## src/rtl/muldiv_iter.sv

```systemverilog
// Iterative RV M-extension multiply/divide unit for the execute stage.
// Shift-add multiply and restoring divide, UNROLL bits per cycle, registered result.
module muldiv_iter #(
  parameter int unsigned XLEN         = 64,
  parameter int unsigned UNROLL       = 1,
  parameter bit          FAST_SPECIAL = 1'b1
) (
  input  logic            clk,
  input  logic            reset,
  input  logic            stall_in,
  input  logic            flush_in,
  input  logic            valid_in,
  input  logic [2:0]      op_in,
  input  logic            word_in,
  input  logic [8:0]      rd_in,
  input  logic [XLEN-1:0] rs1_value_in,
  input  logic [XLEN-1:0] rs2_value_in,
  output logic            busy_out,
  output logic            valid_out,
  output logic [8:0]      rd_out,
  output logic [XLEN-1:0] result_out
);

  typedef logic [XLEN-1:0]   xlen_t;
  typedef logic [2*XLEN-1:0] dbl_t;
  typedef enum logic [1:0] {StIdle, StRun, StDone} state_e;

  if ((UNROLL == 0) || ((32 % UNROLL) != 0)) begin : gen_unroll_check
    $error("muldiv_iter: UNROLL must divide 32");
  end
  if ((XLEN != 32) && (XLEN != 64)) begin : gen_xlen_check
    $error("muldiv_iter: XLEN must be 32 or 64");
  end

  localparam xlen_t MinFull = {1'b1, {(XLEN-1){1'b0}}};
  localparam xlen_t MinWord = xlen_t'($signed(32'h8000_0000));

  function automatic xlen_t sext32(input logic [31:0] v);
    return xlen_t'($signed(v));
  endfunction

  state_e     state_q, state_d;
  logic [6:0] count_q;
  dbl_t       acc_q;
  xlen_t      sh_q, opb_q;
  logic [2:0] op_q;
  logic       word_q, neg_q, spec_q;
  logic [8:0] rd_q, rd_out_q;
  logic       valid_q;
  xlen_t      result_q;
  logic       accept;

  // Operand decode on the accept cycle
  logic       word_eff, a_signed, b_signed, a_neg, b_neg, b_zero, ovf, special, neg_d;
  xlen_t      a_ext, b_ext, a_sx, a_mag, b_mag, a_start, spec_res;
  logic [6:0] n_iter;

  assign word_eff = (XLEN == 64) ? word_in : 1'b0;

  always_comb begin
    a_signed = (op_in == 3'd1) || (op_in == 3'd2) || (op_in == 3'd4) || (op_in == 3'd6);
    b_signed = (op_in == 3'd1) || (op_in == 3'd4) || (op_in == 3'd6);
    a_sx     = word_eff ? sext32(rs1_value_in[31:0]) : rs1_value_in;
    a_ext    = word_eff ? (a_signed ? a_sx : xlen_t'(rs1_value_in[31:0])) : rs1_value_in;
    b_ext    = word_eff ? (b_signed ? sext32(rs2_value_in[31:0]) : xlen_t'(rs2_value_in[31:0]))
                        : rs2_value_in;
    a_neg    = a_signed & a_ext[XLEN-1];
    b_neg    = b_signed & b_ext[XLEN-1];
    a_mag    = a_neg ? xlen_t'(-a_ext) : a_ext;
    b_mag    = b_neg ? xlen_t'(-b_ext) : b_ext;
    b_zero   = (b_ext == '0);
    ovf      = !op_in[0] && (a_ext == (word_eff ? MinWord : MinFull)) && (b_ext == '1);
    special  = FAST_SPECIAL && op_in[2] && (b_zero || ovf);
    if (b_zero) spec_res = op_in[1] ? a_sx : '1;
    else        spec_res = op_in[1] ? '0 : a_ext;
    // Zero divisor leaves an all-ones quotient magnitude that must not be negated
    if (op_in[2]) neg_d = op_in[1] ? a_neg : ((a_neg ^ b_neg) & !b_zero);
    else          neg_d = a_neg ^ b_neg;
    // Left-align word operands so the MSB-first loops see bit 31 first
    a_start  = word_eff ? (a_mag << (XLEN - 32)) : a_mag;
    n_iter   = word_eff ? 7'(32 / UNROLL) : 7'(XLEN / UNROLL);
  end

  // UNROLL iteration steps per cycle
  dbl_t          acc_n;
  xlen_t         sh_n;
  logic [XLEN:0] rem_t;

  always_comb begin
    acc_n = acc_q;
    sh_n  = sh_q;
    rem_t = '0;
    for (int i = 0; i < int'(UNROLL); i++) begin
      if (op_q[2]) begin
        rem_t = {acc_n[XLEN-1:0], sh_n[XLEN-1]};
        sh_n  = sh_n << 1;
        if (rem_t >= {1'b0, opb_q}) begin
          rem_t   = rem_t - {1'b0, opb_q};
          sh_n[0] = 1'b1;
        end
        acc_n = dbl_t'(rem_t);
      end else begin
        acc_n = (acc_n << 1) + (sh_n[XLEN-1] ? dbl_t'(opb_q) : dbl_t'(0));
        sh_n  = sh_n << 1;
      end
    end
  end

  // Sign fix-up and result selection for the DONE cycle
  dbl_t  prod;
  xlen_t quo, rem, hi, sel, fin;

  always_comb begin
    prod = neg_q ? dbl_t'(-acc_q) : acc_q;
    quo  = neg_q ? xlen_t'(-sh_q) : sh_q;
    rem  = neg_q ? xlen_t'(-acc_q[XLEN-1:0]) : acc_q[XLEN-1:0];
    hi   = word_q ? xlen_t'(prod[63:32]) : prod[2*XLEN-1:XLEN];
    if (op_q[2])               sel = op_q[1] ? rem : quo;
    else if (op_q[1:0] == 2'd0) sel = prod[XLEN-1:0];
    else                       sel = hi;
    if (spec_q) fin = sh_q;
    else        fin = word_q ? sext32(sel[31:0]) : sel;
  end

  always_comb begin
    state_d = state_q;
    accept  = 1'b0;
    unique case (state_q)
      StIdle: begin
        if (valid_in && !flush_in && !stall_in) begin
          accept  = 1'b1;
          state_d = special ? StDone : StRun;
        end
      end
      StRun:   if (count_q == 7'd1) state_d = StDone;
      StDone:  if (valid_q && !stall_in) state_d = StIdle;
      default: state_d = StIdle;
    endcase
    if (flush_in) state_d = StIdle;
  end

  always_ff @(posedge clk) begin
    if (reset) begin
      state_q  <= StIdle;
      count_q  <= '0;
      acc_q    <= '0;
      sh_q     <= '0;
      opb_q    <= '0;
      op_q     <= '0;
      word_q   <= 1'b0;
      neg_q    <= 1'b0;
      spec_q   <= 1'b0;
      rd_q     <= '0;
      rd_out_q <= '0;
      valid_q  <= 1'b0;
      result_q <= '0;
    end else begin
      state_q <= state_d;
      if (accept) begin
        acc_q   <= '0;
        sh_q    <= special ? spec_res : a_start;
        opb_q   <= b_mag;
        op_q    <= op_in;
        word_q  <= word_eff;
        neg_q   <= neg_d;
        spec_q  <= special;
        rd_q    <= rd_in;
        count_q <= n_iter;
      end else if (state_q == StRun) begin
        acc_q   <= acc_n;
        sh_q    <= sh_n;
        count_q <= count_q - 7'd1;
      end else if (state_q == StDone) begin
        if (!valid_q) begin
          result_q <= fin;
          rd_out_q <= rd_q;
          valid_q  <= 1'b1;
        end else if (!stall_in) begin
          valid_q <= 1'b0;
        end
      end
      if (flush_in) valid_q <= 1'b0;
    end
  end

  assign busy_out   = (state_q == StRun);
  assign valid_out  = valid_q;
  assign rd_out     = rd_out_q;
  assign result_out = result_q;

endmodule
```

## config.mk

```make
export PLATFORM = sky130hd
export DESIGN_NAME = muldiv_iter
export DESIGN_NICKNAME = d
export VERILOG_FILES = /design/src/rtl/muldiv_iter.sv
export SDC_FILE = /design/constraint.sdc
export NUM_CORES = 2
export LEC_CHECK = 0
export CORE_MARGIN = 2
export CORE_UTILIZATION = 40
export DETAILED_ROUTE_END_ITERATION = 16
export HOLD_SLACK_MARGIN = 0.05
export PLACE_DENSITY = 0.69
export SKIP_LAST_GASP = 1
export SYNTH_ARGS = -nofsm -noshare
export SYNTH_HDL_FRONTEND = slang
export SYNTH_SLANG_ARGS = --single-unit
```

## constraint.sdc

```tcl
create_clock -name clk -period 4.65 [get_ports clk]
set_input_delay 1.395 -clock clk [delete_from_list [all_inputs] [get_ports clk]]
set_output_delay 1.395 -clock clk [all_outputs]
set_load 0.02 [all_outputs]
```

==> metrics.md <==
| Metric | Value |
|---|---|
| Arrival time of the worst setup path | `~5000 ps` |
| Final net count | `between 5000 and 6000` |
| WS Path Type | `register to register` |
| Clock Power Share | `between 30% and 40%` |
| Max incr delay on CP | `roughly 490 ps` |
| Clock skew | `23.0 ps` |
| Most used cell, CP | `buf_4` |
| Mapped cell area | `~0.035 sq mm` |
| Multi-input gate area | `0.0258 sq mm` |
| Sequential share of power | `roughly a third` |
| CORE AREA | `a little under 0.09 sq mm` |
| Worst min path class | `register to register` |
| Outcome | `complete, no violations` |
| Min Clock Period, post-route | `4540 ps` |
| Post-route total power | `9.96 mW` |
| Unique masters post-synth | `82` |
| Static leakage | `16.8 nW` |
| Post-route cell area | `approximately 0.043 sq mm` |
| Total grt overflow | `0` |
| Total clock buffers created by CTS | `45` |
| Initial core utilization | `about two fifths` |
| Post-synth top area share | `between 20% and 30%` |
| Vias/cell | `6.30` |
| Min setup slack post-route | `around 110 ps` |
| Yosys reg bits | `354` |
| Slew Limit Fails | `0` |
| Port Buffers | `220` |
| Crit-path leading delay family | `compound AO/OA/AOI/OAI gates` |
| Total of fill cells in the finished design | `8708` |
| Drt first pass iters | `8` |
| HPWL Detailed | `approximately 140 mm` |
| Maximum fanout along the worst path | `17` |
| Gate power share | `between 20% and 30%` |
| Die height | `around 300 microns` |
| Worst-margin pin slew | `between 1000 and 1500 ps` |
| Initial antenna violation count | `3` |
| Top-level I/O count | `between 200 and 250` |
| Peak supply drop | `between 0.0002 and 0.00025 V` |
| Die width | `about 300 microns` |
| RSZ-0062 raised after global routing | `no` |
| Worst-case reg-to-reg path depth | `16` |
| Required @ worst endpoint | `5120 ps` |
| Drt total wl | `171 mm` |
| Synth warn | `0` |
| DRC | `0` |
| Yosys top cell by area | `dfxtp_1` |
| Largest net degree at the start of global routing | `approximately 110` |
| Via Count | `around 42000` |
| Sequential share of the synthesized area | `20.3%` |
| Placed cell area | `just over 0.04 sq mm` |
| CP max-delay cell | `o41a_1` |
| WL/cell | `roughly 26 microns` |
| Die area | `~0.09 sq mm` |
| Crit. path cell count | `16` |
| EDFF count, synth | `0` |
| Final Hold Viols | `0` |
| Final setup violation count | `0` |
| Psw | `approximately 3.5 mW` |
| CTS Buffer Depth | `3` |
| CP Cell Sequence | `inv_4 -> buf_4 -> nor2_1 -> ha_1 -> and4_1 -> or3b_2 -> nand4b_1 -> a21oi_1 -> o21a_1 -> buf_4 -> o41a_1 -> o21ai_0 -> buf_4 -> xor2_1 -> a222oi_1 -> a21oi_1` |
| Clk Latency, worst-skew pair | `620 ps` |
| Num rows | `~110` |
| Syn Nets | `around 5400` |
| Fmax | `~0.22 GHz` |
| Reg area | `~0.0071 sq mm` |
| DRT iter0 DRCs | `5951` |
| Vias in the first global route | `roughly 38000` |
| CP Buf/Inv Count | `4` |
| Largest cells by area after synthesis | `dfxtp_1 20%, nand2_1 7.2%, a21oi_1 6.7%, o21ai_0 6.7%, xnor2_1 6.0%` |
| CP Capture Type | `register` |
| Synth Flop Type | `dfxtp_1` |
| First-pass GRT wire length | `around 250 mm` |
| Final worst path period share | `97.6%` |
| Gr usage total | `36.4%` |
| Int Pwr | `approximately 6.5 mW` |
| Clock root buffer | `clkbuf_16` |
| Max Cap Viol | `0` |
| Post-Syn Instances | `between 5000 and 6000` |
| Place WS | `-539 ps` |
| Switch share | `a little over a third` |
| Layout cells sized above 1 | `about 12%` |
| Max transition margin | `between 10% and 20%` |
| H-tree levels | `2` |
| Hold_buf cts | `0` |
| Antenna-violating nets left | `0` |
| Area Growth Syn to Fin | `22.5%` |
| Synth async-reset ratio | `0%` |
| CTS tree | `built` |
| Final RePlAce weighted congestion | `approximately 1.0` |
| Post-synthesis area per instance | `6.80 sq um` |
| Sink Count | `approximately 350` |
| Pwr dens | `between 200 and 250 mW/mm^2` |
| Worst hold path depth | `2` |
| Startpoint type of the worst setup path | `register` |
| Clock slew at reported path FFs | `around 60 ps` |
==> metrics by stage <==
stage	hold slack [ps]	std cells	setup TNS [ps]	utilization, %
2_1_floorplan	432	5132	0	-
3_3_place_gp	438	6595	-18220	47.4
3_5_place_dp	441	6595	-21050	47.4
4_1_cts	450	6677	0	49.3
5_1_grt	468	6677	0	49.4
6_report	450	6678	0	49.4
==> state kept, by name (all words and copies together), names as in the netlist <==
signal      flops
acc_q         128
count_q         7
neg_q           1
op_q            3
opb_q          64
rd_out          9
rd_q            9
result_out     64
sh_q           64
spec_q          1
state_q         2
valid_out       1
word_q          1
==> worst paths after layout <==
| path | from | endpoint | slack (ps) |
|---|---|---|---|
| setup reg to reg | sh_q[63] | acc_q[58] | 110 |
| setup / recovery | sh_q[63] | acc_q[58] | 110 |
| hold / removal | rd_q[1] | rd_out[1] | 450 |
| hold reg to reg | rd_q[1] | rd_out[1] | 450 |
==> synthesized netlist by cell type (42+ instances only) <==
cell / n
or3_1: 93
xnor2_1: 240
o21ai_0: 466
a21oi_1: 470
o31ai_1: 79
o211ai_1: 71
nand2b_1: 42
clkbuf_1: 382
and3_1: 49
nor2_1: 428
ha_1: 135
a21o_1: 81
nand4_1: 89
nand3_1: 136
nand2_1: 670
inv_1: 140
or4_1: 56
a211oi_1: 88
a31oi_1: 63
nor3_1: 144
xor2_1: 194
dfxtp_1: 354
nor4_1: 54
==> repair_timing <==
action,in CTS,in global routing
setup endpoints to repair,3,38
resized for setup,1,15
gates cloned,0,0
endpoints found under the hold margin,0,0
setup buffers,0,0
==> cells by family after synthesis <==
kind of cell | after synthesis | synth area share (%)
simple gates | 1885 | 25.5
fa+ha+maj | 155 | 5.47
xor+xnor | 434 | 10.9
flops | 354 | 20.3
mux | 40 | 1.23
compound gates | 1699 | 30.5
buf+inv | 565 | 6.11
==> power groups by stage <==
stage	registers [mW]	logic [mW]	clock network, mW
after floorplan	3.22	1.52	0
after global placement	3.28	2.68	0
after detailed placement	3.28	2.67	0
after CTS	3.21	2.69	3.99
after global routing	3.22	2.95	4.09
final	3.22	2.78	3.95
==> area by class of cell <==
type                            instances  share of cell area [%]
Timing Repair Buffer                  729                    14.5
Multi-Input combinational cell       4213                    60.4
Sequential cell                       354                    16.6
Antenna cell                            1                 0.00585
Tap cell                             1155                    3.38
Inverter                              144                    1.27
Clock inverter                         23                   0.808
Clock buffer                           59                    3.02
==> worst register-to-register path: stages, from the launching register on <==
cell and delay (ps):
dfxtp_1 340, inv_4 150, buf_4 300, nor2_1 120, ha_1 380, and4_1 260
or3b_2 480, nand4b_1 140, a21oi_1 140, o21a_1 350, buf_4 190, o41a_1 490
o21ai_0 250, buf_4 170, xor2_1 70, a222oi_1 480, a21oi_1 120
==> cells in the final DEF, fill, tap and decap left out, types with 27 or more instances in the layout <==
| master | Yosys | routed |
|---|---|---|
| a211oi_1 | 88 | 87 |
| a21o_1 | 81 | 80 |
| a21oi_1 | 470 | 468 |
| a221oi_1 | 39 | 37 |
| a311oi_1 | 27 | 27 |
| a31oi_1 | 63 | 61 |
| and3_1 | 49 | 49 |
| buf_4 | 0 | 497 |
| clkbuf_16 | 0 | 46 |
| clkdlybuf4s50_1 | 0 | 218 |
| dfxtp_1 | 354 | 349 |
| ha_1 | 135 | 135 |
| inv_1 | 140 | 139 |
| mux2i_1 | 36 | 36 |
| nand2_1 | 670 | 669 |
| nand2b_1 | 42 | 41 |
| nand3_1 | 136 | 136 |
| nand4_1 | 89 | 89 |
| nor2_1 | 428 | 421 |
| nor2b_1 | 30 | 29 |
| nor3_1 | 144 | 142 |
| nor4_1 | 54 | 54 |
| o211ai_1 | 71 | 71 |
| o21a_1 | 28 | 28 |
| o21ai_0 | 466 | 466 |
| o22ai_1 | 36 | 36 |
| o31ai_1 | 79 | 79 |
| o41ai_1 | 36 | 36 |
| or3_1 | 93 | 92 |
| or4_1 | 56 | 56 |
| xnor2_1 | 240 | 240 |
| xor2_1 | 194 | 194 |
==> layer usage <==
metal / vias up / global-route usage, % / wire, microns
li1: 19400 / - / -
met1: 19900 / 51.8 / 73700
met2: 2444 / 52.2 / 68500
met3: 370 / 7.84 / 19600
met4: 4 / 16.5 / 8950
met5: - / 0 / 32
(Power assumes the default switching activity.)
